<file path="src/rtl/control_unit_pkg.sv">
// Shared definitions for the hardwired controller: opcode values, IR field
// positions, state encodings and opcode classification.
package control_unit_pkg;

  localparam int NREG = 16;
  localparam int OPW  = 5;

  localparam int OP_MSB = 31;
  localparam int OP_LSB = 27;
  localparam int RA_MSB = 26;
  localparam int RA_LSB = 23;
  localparam int RB_MSB = 22;
  localparam int RB_LSB = 19;
  localparam int RC_MSB = 18;
  localparam int RC_LSB = 15;

  localparam logic [OPW-1:0] OP_ADD  = 5'b00011;
  localparam logic [OPW-1:0] OP_SUB  = 5'b00100;
  localparam logic [OPW-1:0] OP_AND  = 5'b00101;
  localparam logic [OPW-1:0] OP_OR   = 5'b00110;
  localparam logic [OPW-1:0] OP_SHR  = 5'b00111;
  localparam logic [OPW-1:0] OP_SHRA = 5'b01000;
  localparam logic [OPW-1:0] OP_SHL  = 5'b01001;
  localparam logic [OPW-1:0] OP_ROR  = 5'b01010;
  localparam logic [OPW-1:0] OP_ROL  = 5'b01011;
  localparam logic [OPW-1:0] OP_MUL  = 5'b01111;
  localparam logic [OPW-1:0] OP_DIV  = 5'b10000;
  localparam logic [OPW-1:0] OP_NEG  = 5'b10001;
  localparam logic [OPW-1:0] OP_NOT  = 5'b10010;
  localparam logic [OPW-1:0] OP_NOP  = 5'b11010;
  localparam logic [OPW-1:0] OP_HALT = 5'b11011;

  typedef enum logic [3:0] {
    ST_RST  = 4'd0,
    ST_T0   = 4'd1,
    ST_T1   = 4'd2,
    ST_T2   = 4'd3,
    ST_T3   = 4'd4,
    ST_T4   = 4'd5,
    ST_T5   = 4'd6,
    ST_T6   = 4'd7,
    ST_T7   = 4'd8,
    ST_HALT = 4'd9
  } state_t;

  typedef enum logic [1:0] {
    CLS_NOP,
    CLS_BINARY,
    CLS_UNARY,
    CLS_HALT
  } op_class_t;

  // Unlisted opcodes fall into CLS_NOP so they simply refetch.
  function automatic op_class_t classify(input logic [OPW-1:0] op);
    case (op)
      OP_ADD, OP_SUB, OP_AND, OP_OR, OP_SHR, OP_SHRA, OP_SHL,
      OP_ROR, OP_ROL, OP_MUL, OP_DIV: return CLS_BINARY;
      OP_NEG, OP_NOT:                 return CLS_UNARY;
      OP_HALT:                        return CLS_HALT;
      default:                        return CLS_NOP;
    endcase
  endfunction

  function automatic logic is_muldiv(input logic [OPW-1:0] op);
    return (op == OP_MUL) || (op == OP_DIV);
  endfunction

endpackage

</file>
<file path="src/rtl/control_unit_if.sv">
// Control bundle between the sequencer (master) and the datapath (slave):
// instruction/memory status in, bus-drive and load strobes out.
interface control_unit_if;
  import control_unit_pkg::*;

  logic [31:0]     IR;
  logic            mem_ready;
  logic            PCout, Zhighout, Zlowout, MDRout, HIout, LOout;
  logic            PCin, IRin, MARin, MDRin, Yin, Zin, HIin, LOin;
  logic            IncPC;
  logic            Read;
  logic [NREG-1:0] Rin;
  logic [NREG-1:0] Rout;
  logic [OPW-1:0]  opcode;
  logic            run;

  modport master (
    input  IR, mem_ready,
    output PCout, Zhighout, Zlowout, MDRout, HIout, LOout,
    output PCin, IRin, MARin, MDRin, Yin, Zin, HIin, LOin,
    output IncPC, Read, Rin, Rout, opcode, run
  );

  modport slave (
    output IR, mem_ready,
    input  PCout, Zhighout, Zlowout, MDRout, HIout, LOout,
    input  PCin, IRin, MARin, MDRin, Yin, Zin, HIin, LOin,
    input  IncPC, Read, Rin, Rout, opcode, run
  );
endinterface

</file>
<file path="src/rtl/control_unit_reg_select.sv">
// Register-field decoder: 4-bit register number plus enable to a one-hot
// general-register strobe vector.
module control_unit_reg_select
  import control_unit_pkg::*;
(
  input  logic [3:0]      field,
  input  logic            en,
  output logic [NREG-1:0] onehot
);

  always_comb begin
    onehot = '0;
    if (en) onehot[field] = 1'b1;
  end

endmodule

</file>
<file path="src/rtl/control_unit.sv">
// Hardwired Moore sequencer: fetch, decode and T-state execution of
// register-register, mul/div and unary instructions.
//
// state | meaning
// RST   | just reset, no strobes
// T0    | PC onto bus, MAR load, ALU computes PC+1 into Z
// T1    | Z low back into PC
// T2    | memory read into MDR, wait for mem_ready
// T3    | MDR into IR
// T4    | decode; first operand to Y (binary) or unary ALU op into Z
// T5    | second operand, binary ALU op into Z
// T6    | Z low to Ra, or to LO for mul/div
// T7    | Z high to HI (mul/div only)
// HALT  | stopped, run=0 until reset
module control_unit
  import control_unit_pkg::*;
(
  input  logic           Clock,
  input  logic           clear_n,
  control_unit_if.master bus
);

  state_t          state, state_nxt;
  logic [OPW-1:0]  op;
  logic [3:0]      ra, rb, rc;
  op_class_t       op_cls;
  logic            rin_en, rout_en;
  logic [3:0]      rout_field;
  logic            unused_ir_bits;

  assign op     = bus.IR[OP_MSB:OP_LSB];
  assign ra     = bus.IR[RA_MSB:RA_LSB];
  assign rb     = bus.IR[RB_MSB:RB_LSB];
  assign rc     = bus.IR[RC_MSB:RC_LSB];
  assign op_cls = classify(op);
  assign unused_ir_bits = ^bus.IR[RC_LSB-1:0];

  always_ff @(posedge Clock) begin
    if (!clear_n) state <= ST_RST;
    else          state <= state_nxt;
  end

  always_comb begin
    state_nxt    = state;
    bus.PCout    = 1'b0;
    bus.Zhighout = 1'b0;
    bus.Zlowout  = 1'b0;
    bus.MDRout   = 1'b0;
    bus.HIout    = 1'b0;
    bus.LOout    = 1'b0;
    bus.PCin     = 1'b0;
    bus.IRin     = 1'b0;
    bus.MARin    = 1'b0;
    bus.MDRin    = 1'b0;
    bus.Yin      = 1'b0;
    bus.Zin      = 1'b0;
    bus.HIin     = 1'b0;
    bus.LOin     = 1'b0;
    bus.IncPC    = 1'b0;
    bus.Read     = 1'b0;
    bus.opcode   = '0;
    bus.run      = 1'b1;
    rin_en       = 1'b0;
    rout_en      = 1'b0;
    rout_field   = rb;
    case (state)
      ST_RST: state_nxt = ST_T0;
      ST_T0: begin
        bus.PCout = 1'b1;
        bus.MARin = 1'b1;
        bus.IncPC = 1'b1;
        bus.Zin   = 1'b1;
        state_nxt = ST_T1;
      end
      ST_T1: begin
        bus.Zlowout = 1'b1;
        bus.PCin    = 1'b1;
        state_nxt   = ST_T2;
      end
      ST_T2: begin
        bus.Read  = 1'b1;
        bus.MDRin = 1'b1;
        if (bus.mem_ready) state_nxt = ST_T3;
      end
      ST_T3: begin
        bus.MDRout = 1'b1;
        bus.IRin   = 1'b1;
        state_nxt  = ST_T4;
      end
      ST_T4: begin
        case (op_cls)
          CLS_BINARY: begin
            rout_en   = 1'b1;
            bus.Yin   = 1'b1;
            state_nxt = ST_T5;
          end
          CLS_UNARY: begin
            rout_en    = 1'b1;
            bus.Zin    = 1'b1;
            bus.opcode = op;
            state_nxt  = ST_T6;
          end
          CLS_HALT: state_nxt = ST_HALT;
          default:  state_nxt = ST_T0;
        endcase
      end
      ST_T5: begin
        rout_field = rc;
        rout_en    = 1'b1;
        bus.Zin    = 1'b1;
        bus.opcode = op;
        state_nxt  = ST_T6;
      end
      ST_T6: begin
        bus.Zlowout = 1'b1;
        if (is_muldiv(op)) begin
          bus.LOin  = 1'b1;
          state_nxt = ST_T7;
        end else begin
          rin_en    = 1'b1;
          state_nxt = ST_T0;
        end
      end
      ST_T7: begin
        bus.Zhighout = 1'b1;
        bus.HIin     = 1'b1;
        state_nxt    = ST_T0;
      end
      ST_HALT: bus.run = 1'b0;
      default: state_nxt = ST_RST;
    endcase
  end

  control_unit_reg_select u_rin_sel (
    .field  (ra),
    .en     (rin_en),
    .onehot (bus.Rin)
  );

  control_unit_reg_select u_rout_sel (
    .field  (rout_field),
    .en     (rout_en),
    .onehot (bus.Rout)
  );

endmodule

</file>
<file path="src/flat_wrapper.sv">
// flat-port wrapper written by rule: the top's interface ports become plain ports
module control_unit_flat import control_unit_pkg::*;
  (Clock, clear_n, bus_IR, bus_mem_ready, bus_PCout, bus_Zhighout, bus_Zlowout, bus_MDRout, bus_HIout, bus_LOout, bus_PCin, bus_IRin, bus_MARin, bus_MDRin, bus_Yin, bus_Zin, bus_HIin, bus_LOin, bus_IncPC, bus_Read, bus_Rin, bus_Rout, bus_opcode, bus_run);
  control_unit_if bus_i ();
  input  logic Clock;
  input  logic clear_n;
  input wire logic [$bits(bus_i.IR)-1:0] bus_IR;
  input wire logic [$bits(bus_i.mem_ready)-1:0] bus_mem_ready;
  output wire logic [$bits(bus_i.PCout)-1:0] bus_PCout;
  output wire logic [$bits(bus_i.Zhighout)-1:0] bus_Zhighout;
  output wire logic [$bits(bus_i.Zlowout)-1:0] bus_Zlowout;
  output wire logic [$bits(bus_i.MDRout)-1:0] bus_MDRout;
  output wire logic [$bits(bus_i.HIout)-1:0] bus_HIout;
  output wire logic [$bits(bus_i.LOout)-1:0] bus_LOout;
  output wire logic [$bits(bus_i.PCin)-1:0] bus_PCin;
  output wire logic [$bits(bus_i.IRin)-1:0] bus_IRin;
  output wire logic [$bits(bus_i.MARin)-1:0] bus_MARin;
  output wire logic [$bits(bus_i.MDRin)-1:0] bus_MDRin;
  output wire logic [$bits(bus_i.Yin)-1:0] bus_Yin;
  output wire logic [$bits(bus_i.Zin)-1:0] bus_Zin;
  output wire logic [$bits(bus_i.HIin)-1:0] bus_HIin;
  output wire logic [$bits(bus_i.LOin)-1:0] bus_LOin;
  output wire logic [$bits(bus_i.IncPC)-1:0] bus_IncPC;
  output wire logic [$bits(bus_i.Read)-1:0] bus_Read;
  output wire logic [$bits(bus_i.Rin)-1:0] bus_Rin;
  output wire logic [$bits(bus_i.Rout)-1:0] bus_Rout;
  output wire logic [$bits(bus_i.opcode)-1:0] bus_opcode;
  output wire logic [$bits(bus_i.run)-1:0] bus_run;
  assign bus_i.IR = bus_IR;
  assign bus_i.mem_ready = bus_mem_ready;
  assign bus_PCout = bus_i.PCout;
  assign bus_Zhighout = bus_i.Zhighout;
  assign bus_Zlowout = bus_i.Zlowout;
  assign bus_MDRout = bus_i.MDRout;
  assign bus_HIout = bus_i.HIout;
  assign bus_LOout = bus_i.LOout;
  assign bus_PCin = bus_i.PCin;
  assign bus_IRin = bus_i.IRin;
  assign bus_MARin = bus_i.MARin;
  assign bus_MDRin = bus_i.MDRin;
  assign bus_Yin = bus_i.Yin;
  assign bus_Zin = bus_i.Zin;
  assign bus_HIin = bus_i.HIin;
  assign bus_LOin = bus_i.LOin;
  assign bus_IncPC = bus_i.IncPC;
  assign bus_Read = bus_i.Read;
  assign bus_Rin = bus_i.Rin;
  assign bus_Rout = bus_i.Rout;
  assign bus_opcode = bus_i.opcode;
  assign bus_run = bus_i.run;
  control_unit u_core (.Clock(Clock), .clear_n(clear_n), .bus(bus_i));
endmodule
</file>
<file path="config.mk">
export PLATFORM = sky130hd
export DESIGN_NAME = control_unit_flat
export DESIGN_NICKNAME = d
export VERILOG_FILES = /design/src/rtl/control_unit_pkg.sv /design/src/rtl/control_unit_if.sv /design/src/rtl/control_unit_reg_select.sv /design/src/rtl/control_unit.sv /design/src/flat_wrapper.sv
export SDC_FILE = /design/constraint.sdc
export NUM_CORES = 1
export LEC_CHECK = 0
export BUFFER_PORTS_ARGS = -buffer_cell sky130_fd_sc_hd__buf_4
export CAP_MARGIN = 10
export CORE_MARGIN = 1.5
export CORE_UTILIZATION = 39
export DETAILED_ROUTE_END_ITERATION = 7
export GPL_ROUTABILITY_DRIVEN = 1
export PLACE_DENSITY = 0.86
export SETUP_SLACK_MARGIN = 0.15
export SLEW_MARGIN = 20
export SYNTH_ARGS = -nofsm -noshare
export SYNTH_HDL_FRONTEND = slang
export SYNTH_HIERARCHICAL = 1
export SYNTH_SLANG_ARGS = --single-unit
</file>
<file path="constraint.sdc">
create_clock -name Clock -period 8.25 [get_ports Clock]
set_input_delay 2.0625 -clock Clock [delete_from_list [all_inputs] [get_ports Clock]]
set_output_delay 2.0625 -clock Clock [all_outputs]
set_load 0.02 [all_outputs]
</file>
Word level (Yosys, flattened, before mapping)
Memories as Yosys holds them, arrays and structs flattened.
Cells that the tools add are included.

storage, ports and cells
  flip-flop bits (word level) = 4
  bits in read-only memories = 64
  output and inout bits = 54
  logic and storage cells = 61
  memories kept = 1

operators by class
  order comparisons = 4
  equal/unequal tests = 15
  multiplexer cells = 30
  bitwise logic cells = 1
  reduce and logical (&&, ||, !) cells = 9

memory list
  memory            depth  bits a word  read ports  clocked after Yosys merged registers in  wr ports  line                    source
  (name not given)  32     2            1           0                                        0         control_unit_pkg.sv:55  case (op)

operators by type and width
  kind                                                                count
  one-hot mux 4 bit (9 select lines)                                  1
  two-way mux 16 bit                                                  2
  two-way mux 1 bit                                                   17
  equality test 4 x 3 -> 1 bit (second input constant)                4
  two-way mux 4 bit                                                   3
  one-hot mux 4 bit (3 select lines)                                  1
  less-than comparator 4 x 5 -> 1 bit (second input constant)         2
  one-hot mux 5 bit (2 select lines)                                  1
  demux 1 bit (select 4 bit)                                          2
  equality test 4 x 2 -> 1 bit (second input constant)                2
  equality test 4 bit (second input constant)                         2
  greater-or-equal comparator 4 x 1 -> 1 bit (second input constant)  2
  OR reduction 2 bit                                                  4
  equality test 5 x 4 -> 1 bit (second input constant)                1
  equality test 5 bit (second input constant)                         1
  two-way mux 5 bit                                                   1
  equality test 2 bit (second input constant)                         2
  equality test 4 x 1 -> 1 bit (second input constant)                1
  zero test 4 bit                                                     1
  one-hot mux 1 bit (2 select lines)                                  2
  equality test 2 x 1 -> 1 bit (second input constant)                1
  logical AND 1 bit                                                   2
  != test 2 bit (second input constant)                               1
  AND reduction 2 bit                                                 1
  other kinds (2)                                                     2

Logic depth before layout (Yosys ltp)
Gate-level depths: netlist (run 1).

  depth after elaboration = 7
  depth in mapped cells = 10
  gate-level depth less buffers = 10

By module
The synthesis (run 1) kept the hierarchy.

modules (own cells, without submodules)
  module                   instances  cells an instance  area each (um^2)  seq. area each (um^2)
  control_unit             1          93                 684.4             80.1
  control_unit_reg_select  2          23                 117.6             0.0

Least setup slack after synthesis (run 1)
Ideal clock, no wire load.

  kind = input -> output
  start = input bus_IR[27]
  end = output bus_Rout[1]
  arrival = 4.012 ns
  required time = 6.188 ns
  slack = 2.175 ns
  stages on the path = 9
  path through = inv_1 -> ha_1 -> mux2_2 -> nand2_1 -> ha_1 -> o21a_1 -> nor2_1 -> or3b_4 -> nor2_1

on the way
  longest elaborated chain between the ends = 6
  elaborated cells between the ends (all ways) = 7
  classes of those cells = eq/ne (2); mux (3); reduce/logical (1); memory (1)

ends and longest elaborated chain
  element                                                              line                           source
  start, declared                                                      flat_wrapper.sv:7              input wire logic [$bits(bus_i.IR)-1:0] bus_IR;
  memory read (32 x 2 bit) *                                           --
  equality test 2 x 1 -> 1 bit or equality test 2 bit (tied branches)  control_unit.sv:91             case (op_cls)
  OR reduction 2 bit (no source line) *                                --
  two-way mux 1 bit *                                                  control_unit.sv:91
  one-hot mux 1 bit (2 select lines) *                                 control_unit.sv:66             case (state)
  net u_core.rout_en                                                   control_unit.sv:27             logic rin_en, rout_en;
  two-way mux 16 bit *                                                 control_unit_reg_select.sv:13  if (en) onehot[field] = 1'b1;
  end, declared                                                        flat_wrapper.sv:26             output wire logic [$bits(bus_i.Rout)-1:0] bus_Rout;

The timed path passes the listed nets; every way through them passes the cells marked *.

Worst setup path after layout (run 1)
Ends and elaborated chain as after synthesis.

==> summary.md, run 1 <==
| Metric | Value |
|---|---|
| R2R Path Start | `u_core/state[2]$_SDFFE_PN0P_` |
| HPWL after DPL | `2.30 mm` |
| DRT antenna net count | `0` |
| Hold Path Origin | `u_core/state[0]$_SDFFE_PN0P_` |
| First-pass GRT wire length | `4.26 mm` |
| Setup violators final | `0` |
| Number of diodes | `0` |
| Root buf cell | `clkbuf_4` |
| Synthesized cell area | `920 um^2` |
| Fraction of layout instances using a drive strength above 1 | `41.1%` |
| Worst Skew | `9.17 ps` |
| Largest net degree at the start of global routing | `14` |
| # rows | `17` |
| Die height | `51.6 um` |
| Fin cells | `230` |
| Die X | `51.6 um` |
| Post-Syn Instances | `139` |
| Worst R2R Setup Slack | `6450 ps` |
| CP endpoint kind | `output pin` |
| Worst EP arrival | `4250 ps` |
| Status | `complete, no violations` |
| Startpoint Class | `primary input` |
| Final Hold Fails | `0` |
| # DRC | `0` |
| Gr usage total | `20.6%` |
| Count of different cell masters after synthesis | `34` |
| Post-synth EDFFs | `0` |
| CTS tree | `done` |
| Top Registers | `u_core/state: 4 flops` |
| Pwr Total | `103 uW` |
| Initial antenna violation count | `0` |
| Core Util, Final | `64.8%` |
| DR vias | `1191` |
| RSZ-0062 raised after global routing | `false` |
| Clk slew on worst S/H paths | `50 ps` |
| Core area | `2210 um^2` |
| Most frequent cells in the layout | `buf_4 (71), nor2_1 (31), nor3_1 (13), nand2b_1 (8)` |
| DR pass1 iterations | `4` |
| Sink Count | `4` |
| Max reg flops | `4` |
| Commonest non-fill, non-tap cell in the layout | `buf_4` |
| Register area share after synthesis | `8.71%` |
| Port buffer count | `71` |
| Peak VDD IR | `0.0408 mV` |
| Setup TNS | `0 ps` |
| FMAX | `158 MHz` |
| Top_reg_cell synth | `dfxtp_1` |
| Setup bufs post-CTS | `0` |
| Critical path type | `in -> out` |
| Max cap viols | `0` |
| Ys async rst share | `0%` |
| Routability congestion estimate | `0.779` |
| Leak Pwr | `0.684 nW` |
| Hold EP | `u_core/state[1]$_SDFFE_PN0P_` |
| Htree depth | `1` |
| CTS Hold Bufs | `0` |
| CTS Buffer Depth | `2` |
| CP required | `6190 ps` |
| Reg2Reg Depth | `4` |
| Global route overflow | `0` |
| Final worst path period need | `6310 ps` |
| Initial Util | `41.6%` |
| Worst hold path class | `reg -> reg` |
| Ys Warns | `6` |
| Multi-input logic area | `743 um^2` |
| Inserted Clock Buffers | `3` |
| Worst r2r dst | `u_core/state[0]$_SDFFE_PN0P_` |
| CP max FO | `4` |
| I/O pin cnt | `89` |
| Routed wire length | `2.86 mm` |
| Worst hold stages | `2` |
| Synth Area per Inst | `6.62 um^2` |
| Crit share post-route | `76.5%` |
| Worst skew pair latency | `250 ps` |
| DR iter-0 viols | `30` |
| Largest reg by FF count | `u_core/state` |
| Seq cells post-synth | `4` |
| Via density | `5.18` |
| Die area | `2660 um^2` |
| Register area | `80.1 um^2` |
| Area added between synthesis and finish | `55.8%` |
| Pwr Density | `71.7 nW/um^2` |
| Dpl cells | `227` |
| Fill count | `190` |
| Vias in the first global route | `1029` |
| Pins Over Slew Limit | `0` |
| DR WL/cell | `12.4 um` |
| CTS resizes | `0` |
| NumNets Final | `245` |
[layer usage]
| metal | routed length [um] | vias up | GRT usage (%) | share of wire (%) |
|---|---|---|---|---|
| met4 | 40 | 0 | 11.0 | 1.4 |
| met3 | 271 | 5 | 2.87 | 9.5 |
| met5 | 0 | - | 0 | 0 |
| met1 | 1100 | 522 | 20.5 | 38 |
| li1 | - | 591 | - | - |
| met2 | 1450 | 73 | 40.4 | 51 |
[stage by stage]
| step | hold slack (ps) | setup WS [ps] | area, um^2 |
|---|---|---|---|
| floorplan | 548 | 2180 | 923 |
| global placement | 600 | 2040 | 1410 |
| detailed placement | 643 | 1950 | 1410 |
| CTS | 644 | 1950 | 1430 |
| global route | 674 | 1830 | 1430 |
| finish | 651 | 1940 | 1430 |
[power breakdown]
| part | total, mW | internal, mW | switching [mW] | leakage (nW) |
|---|---|---|---|---|
| sequential | 0.0253 | 0.0209 | 0.00439 | 0.0328 |
| clock | 0.0268 | 0.0164 | 0.0103 | 0.0138 |
| combinational | 0.0507 | 0.0220 | 0.0287 | 0.637 |
[area by class of cell]
| class | instances | area share, % |
|---|---|---|
| inverter | 5 | 1.31 |
| timing repair buffer | 71 | 37.2 |
| clock buffer | 3 | 1.57 |
| sequential | 4 | 5.59 |
| tap | 28 | 2.45 |
| multi-input combinational | 119 | 51.9 |
[worst max path at each step]
stage	to	startpoint	cells past startpoint
floorplan	bus_Rout[1]	bus_IR[27]	9
global placement	bus_Rout[0]	bus_IR[27]	11
detailed placement	bus_Rout[1]	bus_IR[27]	11
CTS	bus_Rout[1]	bus_IR[27]	11
global route	bus_Rout[1]	bus_IR[27]	11
finish	bus_Rout[1]	bus_IR[27]	11
[logic make-up after synthesis]
logic type	Yosys count	share of synthesized area, %
mux	5	6.12
simple gates	86	49.8
buf+inv	17	10.9
xor+xnor	1	0.953
fa+ha+maj	6	8.16
flops	4	8.71
compound gates	19	15.0
other cells	1	0.408
[worst max-delay path, stage by stage]
cell and delay, ps:
buf_4 90, inv_1 40, ha_1 270, mux2_2 260
nand2_1 130, ha_1 270, o21a_1 190, nor2_1 190
or3b_4 450, nor2_1 140, buf_4 160
[synthesized netlist by cell type, types with 3 or more instances]
library cell	n	area [um^2]
nor2b_1	3	18.8
o21ai_0	3	15.0
dfxtp_1	4	80.1
inv_1	5	18.8
nand3b_1	6	45.0
nand2_1	7	26.3
o21a_1	4	30.0
mux2_1	4	45.0
ha_1	6	75.1
buf_4	7	52.6
nor3_2	3	30.0
nand2b_1	8	50.1
and2_1	5	31.3
nor2_1	31	116
nor3_1	13	65.1
a21oi_1	7	35.0
No activity file was read; power rests on OpenSTA's default activity.
==> run 2, diff against run 1 <==
ABC_AREA = 1   (was default)
CORE_UTILIZATION = 33   (was 39)
PLACE_DENSITY = 0.77   (was 0.86)
clock period = 5.3 ns   (was 8.25 ns; I/O delays follow)
==> run 2 against run 1 <==
Design area is 3.5% higher. Sequential cell count did not move. Total power grew 98%. Clock skew fell by 7.0 ps. First-iteration DRC count decreased by 37%. Via count grew 4.1%. Die area up 19%. Synthesized cell count rose by 28%. Non-clock buffer count did not move. Global-route usage shrank 6.2 points. Core utilization fell by 11 points. Final cell count rose by 20%. Critical path type unchanged. Largest cell class unchanged.
==> summary.md, run 2 <==
| Metric | Value |
|---|---|
| Ys async rst share | `0% (unchanged)` |
| Post-Syn Instances | `178 (was 139)` |
| Crit share post-route | `86.1%` |
| DR pass1 iterations | `4 (unchanged)` |
| Register area share after synthesis | `8.54% (was 8.71%)` |
| Synth Area per Inst | `5.26 um^2 (was 6.62 um^2)` |
| Synthesized cell area | `937 um^2 (was 920 um^2)` |
| CP endpoint kind | `output pin (unchanged)` |
| Setup TNS | `0 ps (unchanged)` |
| Top-count cell post-synth | `nor2_1 (unchanged)` |
| Register area | `80.1 um^2 (unchanged)` |
| NumNets Final | `289 (was 245)` |
| Most frequent cells in the layout | `buf_4 (71), nor2_1 (47), nand2_1 (42), inv_1 (29), nand3_1 (15) (was buf_4 (71), nor2_1 (31), nor3_1 (13), nand2b_1 (8))` |
| Commonest non-fill, non-tap cell in the layout | `buf_4 (unchanged)` |
| DR iter-0 viols | `19 (was 30)` |
| Pwr Density | `137 nW/um^2 (was 71.7 nW/um^2)` |
| HPWL after DPL | `2.18 mm (was 2.30 mm)` |
| Vias in the first global route | `1051 (was 1029)` |
| Largest reg by FF count | `u_core/state (unchanged)` |
| Final Hold Fails | `0 (unchanged)` |
| Post-synth EDFFs | `0 (unchanged)` |
| # DRC | `0 (unchanged)` |
| CTS Hold Bufs | `0 (unchanged)` |
| Psw | `94.1 uW (was 43.4 uW)` |
| Worst Skew | `2.19 ps (was 9.17 ps)` |
| Synth top area cells | `nor2_1 (19%), nand2_1 (17%), inv_1 (12%), dfxtp_1 (8.5%), ha_1 (8.0%) (was nor2_1 (13%), dfxtp_1 (8.7%), ha_1 (8.2%), nor3_1 (7.1%), buf_4 (5.7%))` |
| Worst hold path class | `reg -> reg (unchanged)` |
| Fill count | `285 (was 190)` |
| DR WL/cell | `8.99 um (was 12.4 um)` |
| FMAX | `219 MHz` |
| CTS resizes | `0 (unchanged)` |
| Largest net degree at the start of global routing | `8 (was 14)` |
| Number of diodes | `0 (unchanged)` |
| Area added between synthesis and finish | `58.2% (was 55.8%)` |
| Max reg flops | `4 (unchanged)` |
| Peak VDD IR | `0.0837 mV (was 0.0408 mV)` |
| Worst skew pair latency | `230 ps (was 250 ps)` |
| # rows | `19 (was 17)` |
| Core area | `2730 um^2 (was 2210 um^2)` |
| Initial antenna violation count | `0 (unchanged)` |
| RSZ-0062 raised after global routing | `false (unchanged)` |
| Sink Count | `4 (unchanged)` |
| Clk slew on worst S/H paths | `40 ps (was 50 ps)` |
| CTS Buffer Depth | `2 (unchanged)` |
| Top_reg_cell synth | `dfxtp_1 (unchanged)` |
| First-pass GRT wire length | `3.88 mm (was 4.26 mm)` |
| Htree depth | `1 (unchanged)` |
| Sequential share of power | `20.0% (was 24.6%)` |
| Switching portion of total power | `46.2% (was 42.3%)` |
| Global route overflow | `0 (unchanged)` |
| Final worst path period need | `4560 ps` |
| Worst EP arrival | `3240 ps (was 4250 ps)` |
| DRT antenna net count | `0 (unchanged)` |
| Status | `complete, no violations (unchanged)` |
| CP max FO | `7 (was 4)` |
| Int Pwr | `110 uW (was 59.3 uW)` |
| Ys Warns | `6 (unchanged)` |
| Fin cells | `277 (was 230)` |
| Initial Util | `34.3% (was 41.6%)` |
| Die X | `56.3 um (was 51.6 um)` |
| CP required | `3970 ps (was 6190 ps)` |
| Area share of the largest cell type after synthesis | `18.8% (was 12.7%)` |
| Synth cell count leaders | `nor2_1 (47), nand2_1 (42), inv_1 (29) (was nor2_1 (31), nor3_1 (13), nand2b_1 (8))` |
| Inserted Clock Buffers | `3 (unchanged)` |
| Die height | `56.3 um (was 51.6 um)` |
| Dpl cells | `274 (was 227)` |
| Gr usage total | `14.4% (was 20.6%)` |
| DR vias | `1240 (was 1191)` |
| Die area | `3170 um^2 (was 2660 um^2)` |
| Synth area leader | `nor2_1 (unchanged)` |
| Port buffer count | `71 (unchanged)` |
| Top Registers | `u_core/state: 4 flops (unchanged)` |
| I/O pin cnt | `89 (unchanged)` |
| Setup violators final | `0 (unchanged)` |
| Multi-input logic area | `684 um^2 (was 743 um^2)` |
| Routability congestion estimate | `0.869 (was 0.779)` |
| Count of different cell masters after synthesis | `21 (was 34)` |
| Seq cells post-synth | `4 (unchanged)` |
| Via density | `4.48 (was 5.18)` |
| Clk pwr share | `18.4% (was 26.0%)` |
| Setup bufs post-CTS | `0 (unchanged)` |
| Leak Pwr | `0.934 nW (was 0.684 nW)` |
| Max cap viols | `0 (unchanged)` |
| Startpoint Class | `primary input (unchanged)` |
| Critical path type | `in -> out (unchanged)` |
| Pins Over Slew Limit | `0 (unchanged)` |
| CTS tree | `done (unchanged)` |
| Fraction of layout instances using a drive strength above 1 | `37.0% (was 41.1%)` |
| Routed wire length | `2.49 mm (was 2.86 mm)` |
| Root buf cell | `clkbuf_4 (unchanged)` |
| Comb power frac | `61.6% (was 49.4%)` |
-- run 2: cell count changes after synthesis, sizes merged, moves of 5 or more --
cell and change:
inv +28, nand2b -8, nand2 +36, nor3 -13, nand3 +15, nand3b -5
nor2 +19, and2 -5
-- run 2: cell type report --
class / instances / area share, %
clock buffers: 3 / 1.52
inverters: 33 / 8.35
multi-input cells: 135 / 46.2
flip-flops and latches: 4 / 5.40
well taps: 31 / 2.62
repair buffers: 71 / 35.9
-- run 2: metrics by stage --
stage / utilization, % / area [um^2] / setup slack (ps) / hold WS, ps / total power [mW]
after floorplan: - / 941 / 1000 / 519 / 0.128
after global placement: 53.4 / 1460 / 793 / 562 / 0.166
after detailed placement: 53.4 / 1460 / 751 / 568 / 0.167
after CTS: 54.2 / 1480 / 750 / 575 / 0.206
after global routing: 54.2 / 1480 / 509 / 635 / 0.221
final: 54.2 / 1480 / 738 / 572 / 0.204
-- run 2: worst max-delay path: stages --
cell	delay (ps)
buf_4	110
ha_1	230
nor3_1	190
o21ai_0	80
o21ai_0	110
inv_1	120
ha_1	300
nand3b_1	170
nand2_2	140
nand3_1	180
nor2_1	140
buf_4	150
-- run 2: logic make-up after synthesis --
logic type                 share of synthesized area, %
muxes                                              6.41
adders and majority gates                          8.01
other                                             0.400
and+or+nand+nor                                    54.6
AOI/OAI and AO/OA                                  3.20
buffers and inverters                              18.8
DFF                                                8.55
-- run 2: layer usage --
metal,up-vias,track usage [%],wire [um]
li1,668,-,-
met1,512,16.8,1070
met2,58,28.1,1170
met3,2,0.922,231
met4,0,3.74,19
met5,-,0,0
-- run 2: path summary, 6_finish.rpt --
check	end	slack, ps	startpoint	depth (start not counted)
worst max-delay path	bus_Rout[1]	740	bus_IR[27]	12
worst min-delay path	u_core/state[0]$_SDFFE_PN0P_	570	u_core/state[0]$_SDFFE_PN0P_	2
worst max register to register	u_core/state[0]$_SDFFE_PN0P_	4170	u_core/state[0]$_SDFFE_PN0P_	7
worst min register to register	u_core/state[0]$_SDFFE_PN0P_	570	u_core/state[0]$_SDFFE_PN0P_	2
-- run 2: power groups by stage --
stage          clock network (mW)  registers (mW)  logic (mW)
5_1_grt                    0.0395          0.0414       0.140
3_5_place_dp                    0          0.0411       0.126
3_3_place_gp                    0          0.0413       0.125
6_report                   0.0375          0.0408       0.125
4_1_cts                    0.0388          0.0407       0.127
2_1_floorplan                   0          0.0400      0.0880
==> run 3, diff against run 2 <==
CORE_UTILIZATION = 40   (was 33)
PLACE_DENSITY = 0.87   (was 0.77)
clock period = 5.7 ns   (was 5.3 ns; I/O delays follow)
==> run 3 against run 2 <==
Critical path depth stayed put. Non-clock buffer count stayed put. Combinational power is 6% lower. First-iteration DRC count is 42% lower. Global-route usage is 3.4 points higher. Largest power group unchanged. Sequential share of layout area hardly changed. Final cell count is 1.1% lower.
==> summary.md, run 3 (same netlist as run 2, synthesis figures left out) <==
| Metric | Value |
|---|---|
| Largest net degree at the start of global routing | `8 (unchanged)` |
| FMAX | `211 MHz` |
| Fin cells | `274 (was 277)` |
| # DRC | `0 (unchanged)` |
| Final worst path period need | `4740 ps` |
| Die X | `51.4 um (was 56.3 um)` |
| Core area | `2210 um^2 (was 2730 um^2)` |
| Peak VDD IR | `0.112 mV (was 0.0837 mV)` |
| Worst hold path class | `reg -> reg (unchanged)` |
| Sink Count | `4 (unchanged)` |
| Port buffer count | `71 (unchanged)` |
| Dpl cells | `271 (was 274)` |
| Gr usage total | `17.8% (was 14.4%)` |
| CP endpoint kind | `output pin (unchanged)` |
| Worst skew pair latency | `230 ps (about the same)` |
| Worst Skew | `5.89 ps (was 2.19 ps)` |
| CTS Buffer Depth | `2 (unchanged)` |
| Setup TNS | `0 ps (unchanged)` |
| CP max FO | `7 (unchanged)` |
| Placement Setup Slack | `946 ps (was 751 ps)` |
| Global route overflow | `0 (unchanged)` |
| Inserted Clock Buffers | `3 (unchanged)` |
| DR iter-0 viols | `11 (was 19)` |
| Final WS setup | `963 ps (was 738 ps)` |
| Fraction of layout instances using a drive strength above 1 | `37.0% (unchanged)` |
| Largest reg by FF count | `u_core/state (unchanged)` |
| Final Hold Fails | `0 (unchanged)` |
| Register area | `80.1 um^2 (unchanged)` |
| Critical path type | `in -> out (unchanged)` |
| Worst-path cell chain | `buf_4 > ha_1 > nor3_1 > o21ai_0 > o21ai_0 > inv_1 > ha_1 > nand3b_1 > nand2_2 > nand3_1 > nor2_1 > buf_4 (unchanged)` |
| Initial antenna violation count | `0 (unchanged)` |
| Via density | `4.48 (about the same)` |
| CTS Hold Bufs | `0 (unchanged)` |
| Max incr delay on CP | `300 ps (about the same)` |
| Routability congestion estimate | `0.903 (was 0.869)` |
| Initial Util | `42.4% (was 34.3%)` |
| Most frequent cells in the layout | `buf_4 (71), nor2_1 (47), nand2_1 (42), inv_1 (29), nand3_1 (15) (unchanged)` |
| Multi-input logic area | `684 um^2 (unchanged)` |
| Status | `complete, no violations (unchanged)` |
| Fill count | `222 (was 285)` |
| Commonest non-fill, non-tap cell in the layout | `buf_4 (unchanged)` |
| Routed wire length | `2.39 mm (was 2.49 mm)` |
| Max cap viols | `0 (unchanged)` |
| Htree depth | `1 (unchanged)` |
| Area added between synthesis and finish | `57.8% (was 58.2%)` |
| CTS tree | `done (unchanged)` |
| Crit share post-route | `83.1%` |
| NumNets Final | `289 (unchanged)` |
| DR WL/cell | `8.73 um (was 8.99 um)` |
| Top Registers | `u_core/state: 4 flops (unchanged)` |
| RSZ-0062 raised after global routing | `false (unchanged)` |
| Worst EP arrival | `3310 ps (was 3240 ps)` |
| Pwr Density | `127 nW/um^2 (was 137 nW/um^2)` |
| DR vias | `1228 (was 1240)` |
| Setup violators final | `0 (unchanged)` |
| Number of diodes | `0 (unchanged)` |
| Setup bufs post-CTS | `0 (unchanged)` |
| Die area | `2640 um^2 (was 3170 um^2)` |
| Max reg flops | `4 (unchanged)` |
| CP required | `4280 ps (was 3970 ps)` |
| Vias in the first global route | `1042 (was 1051)` |
| DR pass1 iterations | `4 (unchanged)` |
| Root buf cell | `clkbuf_4 (unchanged)` |
| Die height | `51.4 um (was 56.3 um)` |
| # rows | `17 (was 19)` |
| First-pass GRT wire length | `3.73 mm (was 3.88 mm)` |
| I/O pin cnt | `89 (unchanged)` |
| DRT antenna net count | `0 (unchanged)` |
| Leak Pwr | `0.934 nW (unchanged)` |
| CP max-delay cell | `ha_1 (unchanged)` |
| CTS resizes | `0 (unchanged)` |
| Pins Over Slew Limit | `0 (unchanged)` |
| HPWL after DPL | `2.14 mm (was 2.18 mm)` |
| Startpoint Class | `primary input (unchanged)` |
| Clk slew on worst S/H paths | `40 ps (about the same)` |
-- run 3: cell counts in the layout (fill, tap and decap cells not counted) --
No cell type changed its count.
-- run 3: metrics by stage --
step / util [%] / total power [mW] / hold WS (ps) / area (um^2)
after floorplan: - / 0.119 / 519 / 941
after global placement: 65.8 / 0.154 / 558 / 1460
after detailed placement: 65.8 / 0.156 / 549 / 1460
after CTS: 66.9 / 0.191 / 557 / 1480
after global routing: 66.9 / 0.206 / 598 / 1480
final: 66.9 / 0.189 / 561 / 1480
-- run 3: metal layers --
layer / vias up / wire, um / track usage [%]
li1: 667 / - / -
met1: 506 / 1010 / 19.7
met2: 55 / 1120 / 33.8
met3: 0 / 259 / 3.22
met4: 0 / 0 / 5.26
met5: - / 0 / 0
-- run 3: where the power goes --
| group | total, mW | switching (mW) | internal [mW] | leakage [nW] |
|---|---|---|---|---|
| sequential | 0.0377 | 0.00544 | 0.0322 | 0.0329 |
| clock | 0.0339 | 0.0105 | 0.0235 | 0.0138 |
| combinational | 0.117 | 0.0707 | 0.0462 | 0.887 |
-- run 3: final cells by class --
| type | count | share of cell area [%] |
|---|---|---|
| clock buffers | 3 | 1.52 |
| multi-input cells | 135 | 46.3 |
| flip-flops and latches | 4 | 5.41 |
| inverters | 33 | 8.38 |
| well taps | 28 | 2.37 |
| repair buffers | 71 | 36.0 |
-- run 3: worst max-delay path: cells and delay by family --
kind                     cells  cell delay, ps
buffers and inverters        3             390
AND/OR/NAND/NOR              5             780
AO/OA/AOI/OAI                2             200
adder cells (fa/ha/maj)      2             530
-- run 3: path summary, 6_finish.rpt --
check	startpoint	end	slack (ps)	cells past startpoint
max	bus_IR[27]	bus_Rout[2]	960	12
min	u_core/state[0]$_SDFFE_PN0P_	u_core/state[0]$_SDFFE_PN0P_	560	2
max reg2reg	u_core/state[0]$_SDFFE_PN0P_	u_core/state[1]$_SDFFE_PN0P_	4580	6
min reg2reg	u_core/state[0]$_SDFFE_PN0P_	u_core/state[0]$_SDFFE_PN0P_	560	2
